--- src/rtl/ysyx_22040759_mem_stage.sv ---
// Memory-access pipeline stage: latches the execute payload, runs the
// data-memory request/response handshake, aligns/extends load data and
// forwards the write-back payload.
// Optional feature macro: YSYX_22040759_MISALIGN_CHK_EN (misaligned accesses
// skip the memory request and are flagged on ms_misalign).
module ysyx_22040759_mem_stage (
   input  logic         clk,
   input  logic         rst,
   input  logic         es_to_ms_valid,
   output logic         ms_allowin,
   input  logic [172:0] es_to_ms_bus,
   input  logic [63:0]  es_alu_result,
   input  logic         ws_allowin,
   output logic         ms_to_ws_valid,
   output logic [231:0] ms_to_ws_bus,
   output logic [63:0]  ms_fwd_result,
   output logic [4:0]   ms_rd,
   output logic         ms_reg_wen,
   output logic         dm_req_valid,
   input  logic         dm_req_ready,
   output logic         dm_req_wen,
   output logic [63:0]  dm_req_addr,
   output logic [63:0]  dm_req_wdata,
   output logic [7:0]   dm_req_wmask,
   input  logic         dm_rsp_valid,
   input  logic [63:0]  dm_rsp_rdata,
   output logic         ms_misalign
);

   localparam int unsigned XLEN     = 64;
   localparam int unsigned ES_BUS_W = 173;

`ifdef YSYX_22040759_MISALIGN_CHK_EN
   localparam bit MIS_CHK_EN = 1'b1;
`else
   localparam bit MIS_CHK_EN = 1'b0;
`endif

   typedef enum logic [1:0] {
      S_IDLE = 2'd0,
      S_REQ  = 2'd1,
      S_WAIT = 2'd2,
      S_DONE = 2'd3
   } state_e;

   state_e              state_q, state_d;
   logic                ms_valid_q, ms_valid_d;
   logic [ES_BUS_W-1:0] bus_q, bus_d;
   logic [XLEN-1:0]     alu_q, alu_d;
   logic [XLEN-1:0]     rdata_q, rdata_d;

   // Held payload fields
   logic [31:0]     f_inst;
   logic [XLEN-1:0] f_sdata;
   logic            f_mem_wen;
   logic            f_mem_ren;
   logic [2:0]      f_func3;
   logic [1:0]      f_wreg_sel;
   logic            f_reg_wen;
   logic [4:0]      f_rd;
   logic [XLEN-1:0] f_pc;
   logic [2:0]      off;

   assign f_inst     = bus_q[172:141];
   assign f_sdata    = bus_q[140:77];
   assign f_mem_wen  = bus_q[76];
   assign f_mem_ren  = bus_q[75];
   assign f_func3    = bus_q[74:72];
   assign f_wreg_sel = bus_q[71:70];
   assign f_reg_wen  = bus_q[69];
   assign f_rd       = bus_q[68:64];
   assign f_pc       = bus_q[63:0];
   assign off        = alu_q[2:0];

   // Access size (func3[1:0]) versus byte offset alignment
   function automatic logic misaligned(input logic [1:0] size, input logic [2:0] o);
      case (size)
         2'b01:   misaligned = o[0];
         2'b10:   misaligned = |o[1:0];
         2'b11:   misaligned = |o;
         default: misaligned = 1'b0;
      endcase
   endfunction

   logic in_mem, in_mis, held_mis, accept, ready_go;

   assign in_mem   = es_to_ms_bus[76] | es_to_ms_bus[75];
   assign in_mis   = MIS_CHK_EN & in_mem & misaligned(es_to_ms_bus[73:72], es_alu_result[2:0]);
   assign held_mis = MIS_CHK_EN & (f_mem_wen | f_mem_ren) & misaligned(f_func3[1:0], off);
   assign ready_go = (state_q == S_IDLE) | (state_q == S_DONE);
   assign ms_allowin = ~ms_valid_q | (ready_go & ws_allowin);
   assign accept   = es_to_ms_valid & ms_allowin;

   // Next-state: handshake, payload latch and memory FSM
   always_comb begin
      state_d    = state_q;
      ms_valid_d = ms_valid_q;
      bus_d      = bus_q;
      alu_d      = alu_q;
      rdata_d    = rdata_q;

      if (ms_allowin) ms_valid_d = es_to_ms_valid;
      if (accept) begin
         bus_d = es_to_ms_bus;
         alu_d = es_alu_result;
      end

      case (state_q)
         S_IDLE: begin
            if (accept && in_mem) state_d = in_mis ? S_DONE : S_REQ;
         end
         S_REQ: begin
            if (dm_req_ready) state_d = f_mem_wen ? S_DONE : S_WAIT;
         end
         S_WAIT: begin
            if (dm_rsp_valid) begin
               rdata_d = dm_rsp_rdata;
               state_d = S_DONE;
            end
         end
         S_DONE: begin
            if (ws_allowin) begin
               if (accept && in_mem) state_d = in_mis ? S_DONE : S_REQ;
               else                  state_d = S_IDLE;
            end
         end
         default: state_d = S_IDLE;
      endcase
   end

   // State and payload registers
   always_ff @(posedge clk) begin
      if (rst) begin
         state_q    <= S_IDLE;
         ms_valid_q <= 1'b0;
         bus_q      <= '0;
         alu_q      <= '0;
         rdata_q    <= '0;
      end else begin
         state_q    <= state_d;
         ms_valid_q <= ms_valid_d;
         bus_q      <= bus_d;
         alu_q      <= alu_d;
         rdata_q    <= rdata_d;
      end
   end

   // Load alignment and sign/zero extension
   logic [XLEN-1:0] ld_shift, ld_ext, ld_field;
   assign ld_shift = rdata_q >> {off, 3'b000};

   always_comb begin
      ld_ext = '0;
      case (f_func3)
         3'b000:  ld_ext = {{56{ld_shift[7]}},  ld_shift[7:0]};
         3'b001:  ld_ext = {{48{ld_shift[15]}}, ld_shift[15:0]};
         3'b010:  ld_ext = {{32{ld_shift[31]}}, ld_shift[31:0]};
         3'b011:  ld_ext = ld_shift;
         3'b100:  ld_ext = {56'd0, ld_shift[7:0]};
         3'b101:  ld_ext = {48'd0, ld_shift[15:0]};
         3'b110:  ld_ext = {32'd0, ld_shift[31:0]};
         default: ld_ext = '0;
      endcase
   end

   assign ld_field = (f_mem_ren & ~held_mis) ? ld_ext : '0;

   // Byte-enable mask; bits shifted past lane 7 fall off
   logic [7:0] mask;
   always_comb begin
      mask = 8'h00;
      case (f_func3[1:0])
         2'b00:   mask = 8'h01 << off;
         2'b01:   mask = 8'h03 << off;
         2'b10:   mask = 8'h0F << off;
         default: mask = 8'hFF;
      endcase
   end

   // Output drive from held state
   assign ms_to_ws_valid = ms_valid_q & ready_go;
   assign ms_to_ws_bus   = {f_inst, ld_field, alu_q, f_wreg_sel,
                            f_reg_wen & ~held_mis, f_rd, f_pc};
   assign ms_fwd_result  = alu_q;
   assign ms_rd          = ms_valid_q ? f_rd : 5'd0;
   assign ms_reg_wen     = ms_valid_q & f_reg_wen;
   assign dm_req_valid   = (state_q == S_REQ);
   assign dm_req_wen     = f_mem_wen;
   assign dm_req_addr    = {alu_q[63:3], 3'b000};
   assign dm_req_wdata   = f_sdata << {off, 3'b000};
   assign dm_req_wmask   = (f_mem_wen | f_mem_ren) ? mask : 8'h00;
   assign ms_misalign    = ms_valid_q & (state_q == S_DONE) & held_mis;

endmodule

--- config.mk ---
export PLATFORM = sky130hd
export DESIGN_NAME = ysyx_22040759_mem_stage
export DESIGN_NICKNAME = d
export VERILOG_FILES = /design/src/rtl/ysyx_22040759_mem_stage.sv
export SDC_FILE = /design/constraint.sdc
export NUM_CORES = 1
export LEC_CHECK = 0
export BUFFER_PORTS_ARGS = -buffer_cell sky130_fd_sc_hd__buf_2
export CORE_AREA = 2 2 292 294
export DETAILED_ROUTE_END_ITERATION = 12
export DIE_AREA = 0 0 294 296
export GPL_TIMING_DRIVEN = 0
export HOLD_SLACK_MARGIN = 0.03
export PLACE_DENSITY = 0.39
export SKIP_LAST_GASP = 1
export SLEW_MARGIN = 15
export SYNTH_ARGS = -nofsm -noshare
export SYNTH_HDL_FRONTEND = slang
export SYNTH_SLANG_ARGS = --single-unit
--- constraint.sdc ---
create_clock -name clk -period 2.6 [get_ports clk]
set_input_delay 0.65 -clock clk [delete_from_list [all_inputs] [get_ports clk]]
set_output_delay 0.65 -clock clk [all_outputs]
set_load 0.01 [all_outputs]
==> qor.log <==
[setup_path] largest fanout on the critical path 10
[global_routing] overall track demand over capacity in global routing 20.17%
[timing] final critical-path required period 3365 ps
[route] highest metal used met5
[global_routing] largest net degree at the start of global routing 12
[synthesis] count of warnings emitted by yosys 0
[setup_path] R2R Path End ms_fwd_result[0]
[clock_tree] clock sink total 304
[placed_design] HPWL after detailed placement 73670 µm
[min_path] hold-critical path depth 3
[synthesis] Syn Std Cell Area 16630 µm²
[die] height of the die 296 µm
[pwr] LEAKAGE 11.96 nW
[timing] # setup viols final 136
[setup_path] Reg-to-Reg Start state_q[0]
[synthesis] Yosys top cell area share 36.59%
[pwr] power per unit of standard cell area 661.2 nW/µm²
[die] number of top-level pins 750
[route] detailed-routed wire length on met2 44820 µm
[global_routing] number of global-route vias before repair 17580
[die] standard-cell rows 107
[route] number of vias in the routed layout 18280
[placed_design] final estimated routing congestion in global placement 0.8887
[synthesis] cells taking the most area after synthesis dfxtp_1 (37%), nand2_1 (15%), a21oi_1 (12%)
[synthesis] number of flops mapped to enable cells by yosys 0
[route] DRC violation count after routing 0
[route] post-route met1 wirelength 37560 µm
[final_layout] final std cell area, no fill 26600 µm²
[min_path] class of the worst hold path input pin to flop
[route] first-pass iteration count of the detailed router 9
[timing] relative max-transition margin 28.53%
[setup_path] R2R Setup Slk 220 ps
[setup_path] Worst setup EP type primary output
[global_routing] initial antenna violation count 28
[final_layout] count of non-filler cells in the finished layout 4178
[pwr] sum of internal, switching and leakage power 17.59 mW
[timing] pins over their slew limit 0
[route] routed wire length on met3 7872 µm
[clock_tree] number of clock buffers inserted by TritonCTS 42
[final_layout] fraction of layout instances using a drive strength above 1 49.17%
[route] count of antenna-violating nets left after detailed routing 0
[timing] unrepaired setup endpoints after global routing true
[setup_path] endpoint arrival time on the critical path 2720 ps
[die] initial cell density of the core 19.75%
[setup_path] slowest stage cell, crit path dfxtp_4
[setup_path] slowest stage delay, CP 440 ps
[timing] setup ws final -765.4 ps
[timing] Final Skew 17.68 ps
[placed_design] Cells after DPL 4006
[final_layout] Area Overhead vs Synth 59.94%
[timing] measured slew at the worst slew-check pin 1072 ps
[min_path] hold path endpoint bus_q[47]
[synthesis] share of synthesized registers carrying an async set or reset 0%
[setup_path] list of cells traversed by the critical path buf_6, buf_6, buf_4, nand3b_1, a21oi_2, o221a_2, nor3b_4, buf_6, buf_6, buf_8, a21oi_1, buf_2
[clock_tree] count of H-tree levels built during CTS 2
[synthesis] register bit count reported by yosys 304
[die] Die Span X 294 µm
[clock_tree] Max clock buf depth 3
[status] failing checks setup timing
[synthesis] post-synthesis cell type count 50
[clock_tree] clock transition time at the flip-flop clock pins of the worst setup and hold paths 60 ps
[synthesis] most frequently used flop master after synthesis dfxtp_1
[synthesis] post-synthesis cell count 2169
[global_routing] total grt overflow 0
[placed_design] area post-placement 21740 µm²
[final_layout] number of filler instances in the final layout 9256
[route] drt total wl 92850 µm
[timing] count of final hold-check violations 0
[clock_tree] clock insertion delay at the later pin of the skew report 570 ps
[placed_design] total of buffers placed on input and output ports 744
[setup_path] Crit Path Category flop to primary output
[route] average wire length per cell after detail routing 22.22 µm
[min_path] worst hold start es_to_ms_bus[47]
[final_layout] total number of nets in the final design 3372
[setup_path] most used cell along the critical path buf_6
[timing] achievable frequency 297.1 MHz
[setup_path] WP data required 1950 ps
[final_layout] Final Util 31.59%
[route] average vias per placed instance 4.376
[setup_path] Worst R2R Path Depth 8
[route] violation count after the first detailed-route iteration 938
[timing] final worst-path cycle share 129.4%
[job] count of maximum capacitance violations 0
[die] core box area 84210 µm²
[die] overall die area 87020 µm²
[synthesis] sequential share of the synthesized area 36.59%
[pwr] worst-case vdd ir drop 345.5 µV
[global_routing] wire length of the first global-routing pass 127200 µm
[status] run status complete, but fails checks
[synthesis] leading area contributor after synthesis dfxtp_1
[setup_path] Critical Path Start Type flop
[clock_tree] CTS tree yes
[timing] final-layout worst hold slack 308.2 ps
[synthesis] average cell area after synthesis 7.669 µm²
[clock_tree] Root Buffer clkbuf_16
[flip-flops by register name, summed over array words and instances (netlist names)]
name,flops
bus_q,173
state_q,2
ms_fwd_result,64
ms_valid_q,1
rdata_q,64
[power breakdown]
group          switching (mW)  internal (mW)  leakage [nW]
logic                    3.08           2.61          8.75
clock network            2.37           3.87         0.715
registers               0.554           5.11          2.49
[worst max-delay path: cells and delay by family (launching register included)]
| kind | cells | cell delay [ps] |
|---|---|---|
| buffers and inverters | 7 | 930 |
| AND/OR/NAND/NOR | 2 | 310 |
| flip-flops | 1 | 440 |
| AO/OA/AOI/OAI | 3 | 450 |
[layer usage]
layer | GRT usage [%] | vias up
met1 | 24.47 | 8631
li1 | - | 8789
met4 | 4.418 | 28
met2 | 35.00 | 675
met3 | 6.063 | 158
met5 | 0 | -
[placed cells by master (no fill, tap or decap), types with 19 or more instances in the layout]
cell type | netlist | final
clkbuf_1 | 96 | 61
a21oi_1 | 396 | 333
a21oi_4 | 0 | 22
clkbuf_2 | 1 | 22
clkbuf_16 | 0 | 49
o22ai_1 | 25 | 19
mux2i_4 | 0 | 28
mux2i_1 | 104 | 61
mux4_2 | 29 | 29
buf_12 | 0 | 27
buf_6 | 5 | 77
a21oi_2 | 10 | 51
nand2_1 | 653 | 648
buf_4 | 239 | 306
dfxtp_1 | 304 | 298
nor2_1 | 71 | 44
buf_8 | 0 | 19
buf_2 | 55 | 712
and2_1 | 24 | 19
[synth_stat cells (3+ instances only)]
| master | n |
|---|---|
| a211oi_1 | 9 |
| a21oi_1 | 396 |
| a21oi_2 | 10 |
| a22oi_1 | 8 |
| and2_1 | 24 |
| buf_1 | 5 |
| buf_2 | 55 |
| buf_4 | 239 |
| buf_6 | 5 |
| clkbuf_1 | 96 |
| dfxtp_1 | 304 |
| ha_1 | 11 |
| inv_1 | 14 |
| mux2_2 | 28 |
| mux2i_1 | 104 |
| mux4_2 | 29 |
| nand2_1 | 653 |
| nand2b_1 | 5 |
| nand3_1 | 9 |
| nor2_1 | 71 |
| nor2b_1 | 13 |
| nor3_1 | 3 |
| o21ai_0 | 3 |
| o22ai_1 | 25 |
| o2bb2ai_1 | 14 |
| or3_1 | 8 |
[timing repair]
action / in CTS / in global routing
setup endpoints to repair: 368 / 371
hold buffers: 0 / 0
buffers inserted: 67 / 32
pin swaps: 43 / 50
resized for setup: 382 / 286
gates cloned: 7 / 4
[final cells by class]
class	instances	area [µm²]	share of cell area, %
Sequential cell	304	6106	22.95
Clock buffer	61	1234	4.637
Antenna cell	5	12.51	0.04703
Inverter	14	58.81	0.2211
Multi-Input combinational cell	1453	9346	35.13
Clock inverter	12	225.2	0.8466
Tap cell	1090	1364	5.127
Timing Repair Buffer	852	5373	20.20
Buffer	387	2884	10.84
[cells by family (layout without fill, tap and decap cells)]
family	after synthesis	count (layout)	synth area share (%)
multiplexers	161	161	12.08
AO/OA/AOI/OAI	480	480	15.90
adder cells (fa/ha/maj)	11	11	0.8274
AND/OR/NAND/NOR	797	797	19.17
other	1	9	0.02254
flip-flops	304	304	36.59
buffers and inverters	415	1326	15.41
[stage by stage]
stage               TNS, ps  setup slack [ps]
floorplan                 0             38.32
global placement    -212470             -1252
detailed placement  -209260             -1238
CTS                 -186240            -774.3
global route         -85310            -831.9
finish               -74820            -765.4
[how the worst max path moves through the flow]
| stage | from | endpoint | slack (ps) | cells after the start |
|---|---|---|---|---|
| 2_1_floorplan | bus_q[72] | ms_to_ws_bus[168] | 40 | 7 |
| 3_3_place_gp | ms_fwd_result[2] | dm_req_wdata[16] | -1250 | 7 |
| 3_5_place_dp | ms_fwd_result[2] | dm_req_wdata[16] | -1240 | 7 |
| 4_1_cts | ms_fwd_result[0] | ms_to_ws_bus[198] | -770 | 11 |
| 5_1_grt | ms_fwd_result[1] | ms_to_ws_bus[194] | -830 | 11 |
| 6_report | ms_fwd_result[1] | ms_to_ws_bus[188] | -770 | 12 |
Power figures use the tool's default switching activity.
